<file path="src/rtl/gpio_input_debounce.sv">
// gpio_input_debounce
//   Conditions raw board inputs (slide switches, push keys) before the GPIO register block
//   samples them. Every pin is synchronised into clk and then debounced by its own stability
//   counter. Keys are active-low at the pins and are presented active-high ("pressed").
//
// Ports
//   clk              in   1     system clock
//   reset_n          in   1     asynchronous, active-low reset
//   i_sw_raw         in   NSW   raw switch pins, asynchronous, 1 = on
//   i_key_raw        in   NKEY  raw key pins, asynchronous, 0 = pressed
//   o_sw             out  NSW   debounced switch state, 1 = on
//   o_key            out  NKEY  debounced key state, 1 = pressed
//   o_key_press      out  NKEY  sticky press flags            (GPIO_KEY_EVENT_EN only)
//   i_key_press_clr  in   NKEY  per-bit clear for o_key_press (GPIO_KEY_EVENT_EN only)
//
// Build option
//   GPIO_KEY_EVENT_EN  when defined, adds sticky key-press flags with per-bit clear.
//                      When undefined, the event ports and logic do not exist.

module gpio_input_debounce #(
    parameter int unsigned NSW             = 10,
    parameter int unsigned NKEY            = 4,
    parameter int unsigned SYNC_STAGES     = 2,
    parameter int unsigned DEBOUNCE_CYCLES = 500000
) (
    input  logic            clk,
    input  logic            reset_n,
    input  logic [NSW-1:0]  i_sw_raw,
    input  logic [NKEY-1:0] i_key_raw,
    output logic [NSW-1:0]  o_sw,
    output logic [NKEY-1:0] o_key
`ifdef GPIO_KEY_EVENT_EN
    ,
    output logic [NKEY-1:0] o_key_press,
    input  logic [NKEY-1:0] i_key_press_clr
`endif
);

    localparam int unsigned NCH   = NSW + NKEY;
    localparam int unsigned CNT_W = $clog2(DEBOUNCE_CYCLES + 1);
    localparam logic [CNT_W-1:0] CNT_MAX = CNT_W'(DEBOUNCE_CYCLES);

    // Key channels sit in the upper bits. Their synchroniser resets to 1 (released) and they are
    // inverted after the chain, so every channel leaves reset at s == q == 0: no false event.
    localparam logic [NCH-1:0] KEY_MASK = {{NKEY{1'b1}}, {NSW{1'b0}}};

    typedef enum logic {
        StStable,
        StCounting
    } state_e;

    logic [NCH-1:0]   r_sync [SYNC_STAGES];
    logic [NCH-1:0]   w_s;
    logic [NCH-1:0]   r_q;
    logic [NCH-1:0]   w_q_d;
    state_e           r_state [NCH];
    state_e           w_state_d [NCH];
    logic [CNT_W-1:0] r_cnt [NCH];
    logic [CNT_W-1:0] w_cnt_d [NCH];

    // Synchroniser chains, one per channel.
    always_ff @(posedge clk or negedge reset_n) begin
        if (!reset_n) begin
            for (int i = 0; i < SYNC_STAGES; i++) begin
                r_sync[i] <= KEY_MASK;
            end
        end else begin
            r_sync[0] <= {i_key_raw, i_sw_raw};
            for (int i = 1; i < SYNC_STAGES; i++) begin
                r_sync[i] <= r_sync[i-1];
            end
        end
    end

    assign w_s = r_sync[SYNC_STAGES-1] ^ KEY_MASK;

    // Per-channel debounce state register.
    always_ff @(posedge clk or negedge reset_n) begin
        if (!reset_n) begin
            r_q <= '0;
            for (int i = 0; i < NCH; i++) begin
                r_state[i] <= StStable;
                r_cnt[i]   <= '0;
            end
        end else begin
            r_q <= w_q_d;
            for (int i = 0; i < NCH; i++) begin
                r_state[i] <= w_state_d[i];
                r_cnt[i]   <= w_cnt_d[i];
            end
        end
    end

    // Per-channel next state. The counter includes the first differing sample, so the output
    // moves once s has differed from q for DEBOUNCE_CYCLES+1 consecutive cycles.
    always_comb begin
        w_q_d = r_q;
        for (int i = 0; i < NCH; i++) begin
            w_state_d[i] = r_state[i];
            w_cnt_d[i]   = r_cnt[i];
            case (r_state[i])
                StStable: begin
                    if (w_s[i] != r_q[i]) begin
                        w_state_d[i] = StCounting;
                        w_cnt_d[i]   = CNT_W'(1);
                    end else begin
                        w_cnt_d[i] = '0;
                    end
                end
                StCounting: begin
                    if (w_s[i] == r_q[i]) begin
                        // Glitch: input returned before the window elapsed.
                        w_state_d[i] = StStable;
                        w_cnt_d[i]   = '0;
                    end else if (r_cnt[i] == CNT_MAX) begin
                        w_q_d[i]     = w_s[i];
                        w_state_d[i] = StStable;
                        w_cnt_d[i]   = '0;
                    end else begin
                        w_cnt_d[i] = r_cnt[i] + CNT_W'(1);
                    end
                end
                default: begin
                    w_state_d[i] = StStable;
                    w_cnt_d[i]   = '0;
                end
            endcase
        end
    end

    assign o_sw  = r_q[NSW-1:0];
    assign o_key = r_q[NCH-1:NSW];

`ifdef GPIO_KEY_EVENT_EN
    logic [NKEY-1:0] r_key_prev;
    logic [NKEY-1:0] r_key_press;
    logic [NKEY-1:0] w_key_rise;

    assign w_key_rise = o_key & ~r_key_prev;

    // A rise and a clear on the same cycle keep the flag set so no press is lost.
    always_ff @(posedge clk or negedge reset_n) begin
        if (!reset_n) begin
            r_key_prev  <= '0;
            r_key_press <= '0;
        end else begin
            r_key_prev  <= o_key;
            r_key_press <= (r_key_press & ~i_key_press_clr) | w_key_rise;
        end
    end

    assign o_key_press = r_key_press;
`endif

endmodule

</file>
<file path="config.mk">
export PLATFORM = sky130hd
export DESIGN_NAME = gpio_input_debounce
export DESIGN_NICKNAME = d
export VERILOG_FILES = /design/src/rtl/gpio_input_debounce.sv
export SDC_FILE = /design/constraint.sdc
export NUM_CORES = 1
export LEC_CHECK = 0
export BUFFER_PORTS_ARGS = -buffer_cell sky130_fd_sc_hd__buf_2
export CORE_AREA = 2 2 254 256
export DETAILED_ROUTE_END_ITERATION = 7
export DIE_AREA = 0 0 256 258
export MAX_ROUTING_LAYER = met4
export PLACE_DENSITY = 0.38
export SLEW_MARGIN = 10
export SYNTH_ARGS = -nofsm -noshare
export SYNTH_HDL_FRONTEND = slang
export SYNTH_SLANG_ARGS = --single-unit
</file>
<file path="constraint.sdc">
create_clock -name clk -period 2.18 [get_ports clk]
set_clock_uncertainty 0.05 [all_clocks]
set_input_delay 0.218 -clock clk [delete_from_list [all_inputs] [get_ports clk]]
set_output_delay 0.218 -clock clk [all_outputs]
set_load 0.02 [all_outputs]
</file>
=== Word level (Yosys, flattened, before mapping) ===
Cells that the tools add are included.

* Input bits: 16
* Register bits after elaboration: 322

* Add/sub/neg operators: 14
* Bitwise operators: 29
* Eq/ne operators: 42
* Reductions and logical operators: 14
* Multiplexer cells: 112

{| class="wikitable"
|+ Operators with widths
! operator !! number
|-
| two-way mux 19 bit || 28
|-
| case mux 19 bit (2 select lines) || 14
|-
| adder 19 x 1 -> 19 bit, second input constant || 14
|-
| equality test 19 bit, second input constant || 14
|-
| two-way mux 1 bit || 56
|-
| AND reduction 3 bit || 14
|-
| NOT 1 bit || 28
|-
| case mux 1 bit (2 select lines) || 14
|-
| equality test 1 bit || 14
|-
| != test 1 bit || 14
|-
| NOT 4 bit || 1
|}

=== Logic depth before layout (Yosys ltp) ===
Gate-level depths: netlist (run 1).

* Depth in word-level cells: 4
* Mapped depth: 7
* Depth with buffers taken out: 6

=== Least setup slack after synthesis (run 1) ===
OpenSTA, ideal clock, no wires.

* Path type: reg2reg
* From: reg r_cnt[101] in the netlist's numbering
* To: reg r_q[8]
* Path slack: 280 ps
* Clock period less this slack: 1900 ps
* Stages on the path, launching flop included: 6
* Buffers on the path: 1
* Data required time: 2002 ps
* Data arrival time: 1723 ps
* Path through: dfrtp_1 -> buf_2 -> or3_1 -> or3_4 -> nor3_2 -> mux2_1

* Cells in the longest elaborated chain, start to end: 2

{| class="wikitable"
|+ RTL lines
! element !! line !! source
|-
| from (decl) || 58 || <nowiki>logic [CNT_W-1:0] r_cnt [NCH];</nowiki>
|-
| from (signal, indexed assignment) || 89 || <nowiki>r_cnt[i] <= w_cnt_d[i];</nowiki>
|-
| equality test 19 bit || 115 || <nowiki>end else if (r_cnt[i] == CNT_MAX) begin</nowiki>
|-
| AND reduction 3 bit (no line) || -- ||
|-
| to (signal assigned) || 86 || <nowiki>r_q <= w_q_d;</nowiki>
|-
| to (decl) || 54 || <nowiki>logic [NCH-1:0] r_q;</nowiki>
|}

No other way between the ends.
A chain may end at the register's enable or synchronous reset.

==> results of run 1 <==
[flip-flops by register name, indices dropped and copies added (netlist names)]
register  flops
r_cnt       266
r_sync       28
r_q          14
r_state      14
[layer usage]
metal	global-route usage [%]	wire length (um)	vias up
met3	1.90	1120	65
met4	4.14	901	0
met2	16.3	14700	124
met5	-	0	-
met1	13.8	16000	5533
li1	-	-	5779
[cells in the mapped netlist, drive strengths merged (17+ instances only)]
master,number
or3,33
dfrtp,314
and4,17
and3,22
nand4,93
nor4b,18
xnor2,129
or4,24
ha,28
xor2,69
buf,22
nand2,62
nor4,48
nor3,51
inv,95
nand3,91
nor2,263
o21ai,45
a21oi,51
[cell type report]
type	count	area, sq um
flip-flops and latches	322	8070
fillers	6641	44800
clock buffers	59	1260
multi-input cells	1134	7130
inverters	95	357
clock inverters	17	265
well taps	855	1070
repair buffers	95	738
[final timing paths]
path	start	to	depth (start not counted)
setup / recovery	r_cnt[19]	r_cnt[37]	5
hold / removal	reset_n	r_cnt[93]	2
setup reg to reg	r_cnt[19]	r_cnt[37]	5
hold reg to reg	r_sync[16]	r_sync[2]	0
max in group asynchronous	reset_n	r_sync[25]	3
min in group clk	i_sw_raw[3]	r_sync[17]	2
[where the power goes]
group / internal [W] / switching (W) / total [W]
logic: 0.000148 / 0.000283 / 0.000431
clock network: 0.00484 / 0.00270 / 0.00754
registers: 0.00606 / 0.0000639 / 0.00612
[stage by stage]
| stage | area (sq um) | setup slack (ns) |
|---|---|---|
| floorplan | 15700 | 0.280 |
| global placement | 17200 | 0.213 |
| detailed placement | 17200 | 0.164 |
| CTS | 18900 | 0.147 |
| global route | 18900 | 0.00288 |
| finish | 18900 | 0.196 |
[critical path: cells and delay by family, from the launching register on]
family                     cells  cell delay [ns]
and+or+nand+nor                3             1.03
AOI/OAI and AO/OA              1             0.14
adders and majority gates      1             0.27
DFF                            1             0.42
[timing repair]
item | 4_1_cts | 5_1_grt
hold endpoints to repair | 328 | 0
gates resized for setup | 0 | 2
setup endpoints to repair | 0 | 1
hold buffers | 15 | 0
[cells by family after synthesis]
family | count (synthesis) | synth area share (%)
simple gates | 760 | 25.9
flops | 322 | 51.4
xor+xnor | 198 | 11.1
compound gates | 131 | 4.98
buf+inv | 127 | 3.23
fa+ha+maj | 28 | 2.23
mux | 17 | 1.16
==> flow_summary.toml, run 1 <==
[sta]
fmax_ghz = 0.504
rsz0062_at_grt = "no"
timing.final.crit_share_pct = 91.0
slew-limit-headroom_pct = 68.5
slew_viol_final = 0
setup_viol = 0
tightestPinTransition_ns = 0.469
period_needed_ns = 1.98
finalHoldViolations = 0
setup_tns_ns = 0
whs_ns = 0.116

[yosys]
syn-num-nets = 1627
synth_edf_count = 0
syn_area_per_cell_sq_um = 9.91
synth_top_cell_by_area = "dfrtp_1"
synth-seq-cells = 322
synth_area_sq_um = 15700
synthTopCellsByArea = "dfrtp_1, xnor2_1, nor2_1"
async_reset_ff_share_pct = 100
synth_top_area_share_pct = 50.1
netlist-cell-type-count = 55
synthCells = 1583
synth_warnings = 0
seq_area_frac_synth_pct = 51.4
synthFlopType = "dfrtp_1"

[power_and_ir_drop]
ir_drop_mv = 0.546
powerDensity_nw_per_um2 = 746
p_leak_nw = 7.25
p_total_w = 0.0141

[global_route]
grt_start_max_net_pins = 65
grt_use_total_pct = 10.6
first_global_vias = 11800
grt_pass1_wl_um = 58000
antenna_found_initial = 0
gr-total-overflow = 0

[route]
postRouteAntennaNets = 0
routed_wl_um = 32700
via_per_inst = 4.46
drt-pass1-iter-count = 5
drc = 0
vias = 11500
wl_per_cell_um = 12.7
drt_iter0_drc = 636

[cts]
clock_latency_ns = 0.56
clkSlewWorstSetupHoldPaths_ns = 0.05
cts_root_buf = "clkbuf_16"
cts_tree = "yes"
postCtsSetupBuffers = 0
numCtsBuffers = 42
ctsHtreeMaxLevel = 2
clockBufferDepth = 3
clkSinkCount = 322

[final_layout]
final_cells = 2577
mostFrequentLayoutCells = "dfrtp_1, nor2_1, xnor2_1"
nets = 1734
diodes = 0
syn2layout_area_growth_pct = 20.4
fin_util_pct = 29.7
drive_gt1_share_pct = 11.7
final_common_cell = "dfrtp_1"

[setup_path]
cp-end-kind = "flip-flop"
crit_path_cell_trace = "ha_1 > nand4_2 > or4_4 > or3_1 > a21oi_1"
crit_fanout = 5
reg2reg_slack_ns = 0.20
crit_arrival_ns = 2.42
cp_slowest_stage_delay_ns = 0.53
worst_setup_path_start_kind = "flip-flop"
critPathKind = "reg -> reg"
crit_required_ns = 2.62
slowest_stage = "or4_4"

[placement]
place_congestion = 0.752
dp_cells = 2486
hpwl_um = 21400
port_buffers = 29

[die]
fp.dieH_um = 258
ios = 30
dieArea_sq_um = 66000
die_x_um = 256
start_util_pct = 24.7
coreArea_sq_um = 63600
fp-row-count = 93

[outcome]
outcome = "completed"

[worst_hold_path]
worstHoldPathType = "in -> async"

[run]
drv_cap = 0
(Power assumes the default switching activity.)
==> run 2: changes to the inputs <==
--- a/config.mk
+++ b/config.mk
@@ -5,10 +5,11 @@
 export SDC_FILE = /design/constraint.sdc
 export NUM_CORES = 1
 export LEC_CHECK = 0
+export ABC_AREA = 1
 export BUFFER_PORTS_ARGS = -buffer_cell sky130_fd_sc_hd__buf_2
-export CORE_AREA = 2 2 254 256
+export CORE_AREA = 2 2 271 273
 export DETAILED_ROUTE_END_ITERATION = 7
-export DIE_AREA = 0 0 256 258
+export DIE_AREA = 0 0 273 275
 export MAX_ROUTING_LAYER = met4
 export PLACE_DENSITY = 0.38
 export SLEW_MARGIN = 10
==> run 2 against run 1 <==
Count of clock-buffer cells in the layout grew 7. Setup slack gained 0.30 ns. First-iteration DRC count grew 25%. Clock power shrank 3.1%. Combinational power grew 49%. Die area grew 14%. Utilization shrank 0.83 points. Non-clock buffer count shrank 43. Sequential share of layout area shrank 4.0 points. Synthesized cell count grew 52%.
==> flow_summary.toml, run 2 <==
[sta]
worst_slack_ns = 0.498
slew-limit-headroom_pct = 64.4
fmax_ghz = 0.594
tightestPinTransition_ns = 0.535
rsz0062_at_grt = "no"
period_needed_ns = 1.68
setup_tns_ns = 0
timing.final.crit_share_pct = 77.2
finalHoldViolations = 0
slew_viol_final = 0
setup_viol = 0

[yosys]
syn_area_per_cell_sq_um = 7.47
synth_top_area_share_pct = 43.9
synth.most_common_cell = "nor2_1"
synthCells = 2399
synth_edf_count = 0
synthTopCellsByCount = "nor2_1, nand2_1, dfrtp_1, inv_1, nand3_1"
synthFlopType = "dfrtp_1"
netlist-cell-type-count = 29
synthTopCellsByArea = "dfrtp_1, nor2_1, nand2_1"
synth_area_sq_um = 17900
synth-seq-cells = 322
syn-num-nets = 2443
synth_warnings = 0
async_reset_ff_share_pct = 100
seq_area_frac_synth_pct = 45.0
synth_top_cell_by_area = "dfrtp_1"

[global_route]
first_global_vias = 14900
antenna_found_initial = 0
grt_use_total_pct = 11.8
grt_start_max_net_pins = 92
gr-total-overflow = 0
grt_pass1_wl_um = 72600

[route]
wl_per_cell_um = 11.9
drc = 0
drt-pass1-iter-count = 4
routed_wl_um = 41300
vias = 14700
drt_iter0_drc = 797
via_per_inst = 4.22
postRouteAntennaNets = 0

[final_layout]
largest_register_ffs = 266
largest_registers = "r_cnt x266, r_sync x28"
mostFrequentLayoutCells = "nor2_1, nand2_1, dfrtp_1"
seqCellArea_sq_um = 8070
multiInputGateArea_sq_um = 8630
syn2layout_area_growth_pct = 16.5
top_register = "r_cnt"
final_common_cell = "nor2_1"
drive_gt1_share_pct = 10.1
diodes = 0
n_fill_cell = 7878
nets = 2526

[setup_path]
crit_required_ns = 2.57
crit_fanout = 14
crit_arrival_ns = 2.07
cp-end-kind = "flip-flop"
cp_slowest_stage_delay_ns = 0.40
critPathKind = "reg -> reg"
path_buf_inv = 2
worst_setup_path_start_kind = "flip-flop"
slowest_stage = "dfrtp_1"
crit_path_cell_trace = "inv_1 > ha_1 > nand2_1 > inv_1 > nand2_1 > nor2_1 > nand3_2 > nand2_2 > o21ai_0"
crit_family = "simple AND/OR/NAND/NOR gates"

[worst_hold_path]
worstHoldPathType = "in -> async"

[cts]
clock_latency_ns = 0.58
cts_resized = 0
ctsHtreeMaxLevel = 2
clockBufferDepth = 3
cts_tree = "yes"
clkSlewWorstSetupHoldPaths_ns = 0.06
postCtsSetupBuffers = 0
clkSinkCount = 322
cts_root_buf = "clkbuf_16"
numCtsBuffers = 43

[placement]
post-place-ws_ns = 0.487
port_buffers = 29
place_congestion = 0.825
hpwl_um = 29600

[die]
coreArea_sq_um = 72300
die_x_um = 273
fp.dieH_um = 275
ios = 30
start_util_pct = 24.8
fp-row-count = 99
dieArea_sq_um = 75100

[power_and_ir_drop]
ir_drop_mv = 0.519
p_leak_nw = 8.50
powerDensity_nw_per_um2 = 678

[outcome]
outcome = "completed"

[run]
drv_cap = 0
run 2: cell type report:
cell class                 count  area share, %
clock buffer                  66           6.30
multi-input combinational   1781           41.4
clock inverter                13          0.780
tap                          959           5.75
sequential                   322           38.7
inverter                     282           5.07
timing repair buffer          52           2.06
run 2: worst paths after layout:
kind                       cells past startpoint  slack, ns   startpoint         end
max                                            9       0.50     r_cnt[0]    r_cnt[0]
min                                            3       0.20      reset_n  r_cnt[243]
min reg2reg                                    0       0.29   r_sync[18]   r_sync[4]
min in group clk                               2       0.23  i_sw_raw[1]  r_sync[15]
max reg2reg                                    9       0.50     r_cnt[0]    r_cnt[0]
max in group asynchronous                      3       1.14      reset_n      r_q[4]
run 2: kinds of logic (layout without fill, tap and decap cells):
| family | count (synthesis) | after routing | synth area share (%) |
|---|---|---|---|
| AOI/OAI and AO/OA | 89 | 89 | 2.60 |
| xor gates and xnor gates | 122 | 122 | 5.96 |
| adders and majority gates | 28 | 28 | 1.96 |
| buffers and inverters | 296 | 413 | 6.79 |
| DFF | 322 | 322 | 45.0 |
| and+or+nand+nor | 1542 | 1542 | 37.7 |
run 2: what timing repair did:
action                                  CTS  global route
endpoints found under the setup margin    0             0
hold buffers                             16             0
endpoints found under the hold margin   284             0
run 2: stage by stage:
step	instances	util (%)	area [sq um]	power (W)	hold slack, ns
floorplan	2399	-	17900	0.00669	-0.128
global placement	3380	26.6	19200	0.00694	0.000199
detailed placement	3380	26.6	19200	0.00695	-0.00485
CTS	3475	28.8	20900	0.0145	0.185
global route	3475	28.8	20900	0.0149	0.200
finish	3475	28.8	20900	0.0142	0.200
run 2: worst reg2reg max path: cells and delay by family (launching register included):
family | cells | cell delay [ns]
flops | 1 | 0.40
simple gates | 5 | 0.71
fa+ha+maj | 1 | 0.14
compound gates | 1 | 0.14
buf+inv | 2 | 0.12
run 2: per-layer routing:
metal	vias up	part of all wire (%)	track usage (%)
met1	6775	50	15.6
met2	158	44	18.2
li1	7638	-	-
met5	-	0	-
met3	86	3.2	1.97
met4	0	2.7	3.94
run 2: report_power, final:
group	internal, W	leakage, nW	switching (W)	total, W
clock	0.00451	0.732	0.00281	0.00731
sequential	0.00610	4.37	0.0000934	0.00620
combinational	0.000193	3.40	0.000448	0.000642
total	0.0108	8.50	0.00335	0.0142
==> run 3: changes to the inputs <==
--- a/config.mk
+++ b/config.mk
@@ -11,7 +11,7 @@
 export DETAILED_ROUTE_END_ITERATION = 7
 export DIE_AREA = 0 0 273 275
 export MAX_ROUTING_LAYER = met4
-export PLACE_DENSITY = 0.38
+export PLACE_DENSITY = 0.4
 export SLEW_MARGIN = 10
 export SYNTH_ARGS = -nofsm -noshare
 export SYNTH_HDL_FRONTEND = slang
==> constraint.sdc (replaced) <==
create_clock -name clk -period 1.5 [get_ports clk]
set_clock_uncertainty 0.05 [all_clocks]
set_input_delay 0.15 -clock clk [delete_from_list [all_inputs] [get_ports clk]]
set_output_delay 0.15 -clock clk [all_outputs]
set_load 0.02 [all_outputs]
==> run 3 against run 2 <==
The run now ends with negative setup slack left. Critical path depth decreased by 1. Sequential power increased by 46%. First-iteration DRC count decreased by 14%. Maximum frequency increased by 12%. Non-clock buffer count increased by 205. Power increased by 50%. Hold slack got worse by 0.039 ns. Clock power increased by 44%. Sequential share of layout area decreased by 5.3 points. Cell area increased by 16%. Combinational power increased to 2.5 times the previous value. Highest routed layer unchanged.
==> flow_summary.toml, run 3 (same netlist as run 2, synthesis figures left out) <==
[sta]
setup_viol = 2
slew_viol_final = 0
fmax_ghz = 0.664
timing.final.crit_share_pct = 100
setup_tns_ns = -0.00705
worst_slack_ns = -0.00660
finalHoldViolations = 0
period_needed_ns = 1.51
tightestPinTransition_ns = 0.373
rsz0062_at_grt = "yes"
slew-limit-headroom_pct = 75.1

[route]
postRouteAntennaNets = 0
via_per_inst = 4.27
wl_met3_um = 1330
vias = 15700
routed_wl_um = 44600
drt-pass1-iter-count = 7
wl_met2_um = 20900
wl_per_cell_um = 12.1
drc = 0
top_layer = "met4"
drt_iter0_drc = 685
routedLengthMet1_um = 21500

[global_route]
grt_start_max_net_pins = 53
first_global_vias = 15400
antenna_found_initial = 0
grt_pass1_wl_um = 74800
gr-total-overflow = 0
grt_use_total_pct = 12.2

[power_and_ir_drop]
p_total_w = 0.0212
powerDensity_nw_per_um2 = 874
p_leak_nw = 9.91
ir_drop_mv = 0.728

[setup_path]
crit_required_ns = 1.90
reg2reg_from = "r_cnt[247]"
cp-end-kind = "flip-flop"
slowest_stage = "dfrtp_1"
critPathKind = "reg -> reg"
crit_fanout = 5
crit_start = "r_cnt[247]"
path_buf_inv = 2
crit_arrival_ns = 1.91
crit_path_cell_trace = "inv_2 > ha_4 > nand4_1 > nor2_2 > nand2_2 > nand2_4 > clkbuf_16 > nor2_1"
worst_setup_path_start_kind = "flip-flop"
cp_slowest_stage_delay_ns = 0.42
crit_family = "simple AND/OR/NAND/NOR gates"

[cts]
clock_latency_ns = 0.58
numCtsBuffers = 45
ctsHtreeMaxLevel = 2
cts_tree = "yes"
clkSinkCount = 322
cts_root_buf = "clkbuf_16"
clkSlewWorstSetupHoldPaths_ns = 0.05
clockBufferDepth = 3

[final_layout]
diodes = 0
seqCellArea_sq_um = 8080
final_common_cell = "nand2_1"
largest_registers = "r_cnt x266, r_sync x28"
mostFrequentLayoutCells = "nand2_1, nor2_1, dfrtp_1"
top_register = "r_cnt"
nets = 2734
drive_gt1_share_pct = 28.1
n_fill_cell = 7626
largest_register_ffs = 266
multiInputGateArea_sq_um = 10100
syn2layout_area_growth_pct = 35.2

[worst_hold_path]
worstHoldPathType = "in -> reg"
hold_start = "i_sw_raw[7]"

[die]
ios = 30
die_x_um = 273
dieArea_sq_um = 75100
coreArea_sq_um = 72300
start_util_pct = 24.8
fp.dieH_um = 275
fp-row-count = 99

[placement]
port_buffers = 29
post-place-ws_ns = -0.0824
place_congestion = 0.859
hpwl_um = 31000

[run]
drv_cap = 0

[outcome]
violations = "negative setup slack"
outcome = "finished, violations left"
==> run 3: area by class of cell <==
class / count / share of cell area, %
Clock inverter: 12 / 0.274
Timing Repair Buffer: 257 / 9.46
Sequential cell: 322 / 33.4
Clock buffer: 70 / 5.79
Inverter: 282 / 4.37
Tap cell: 959 / 4.95
Multi-Input combinational cell: 1782 / 41.8
==> run 3: metrics by stage <==
stage	cell area, sq um	instances	util [%]	hold WS (ns)
after detailed placement	20600	3542	28.4	-0.00149
after CTS	22200	3641	30.7	0.109
after global routing	24200	3684	33.5	0.136
final	24200	3684	33.5	0.161
after floorplan	17900	2399	-	-0.196
after global placement	20600	3542	28.4	-0.000256
==> run 3: worst paths after layout <==
kind	endpoint	cells past startpoint	slack (ns)
setup / recovery	r_cnt[255]	8	-0.007
hold / removal	r_sync[21]	2	0.16
setup reg to reg	r_cnt[255]	8	-0.007
hold reg to reg	r_sync[9]	0	0.29
max in group asynchronous	r_cnt[121]	4	0.20
min in group asynchronous	r_cnt[87]	3	0.51
==> run 3: power breakdown <==
group          switching [W]  leakage [nW]  internal (W)
registers           0.000155          4.35       0.00888
clock network        0.00414         0.734       0.00639
logic               0.000917          4.83      0.000694
total                0.00521          9.91        0.0160
==> run 3: layer usage <==
layer | global-route usage [%] | up-vias
met5 | - | -
met4 | 3.32 | 0
met3 | 1.98 | 76
met2 | 19.4 | 144
met1 | 16.0 | 7426
li1 | - | 8078
==> run 3: what timing repair did <==
| item | CTS | global route |
|---|---|---|
| cloned | 0 | 8 |
| gates resized for setup | 13 | 446 |
| setup endpoints to repair | 67 | 284 |
| endpoints found under the hold margin | 332 | 1 |
| setup buffers | 2 | 35 |
| pin swaps | 3 | 113 |
| hold buffers | 16 | 1 |
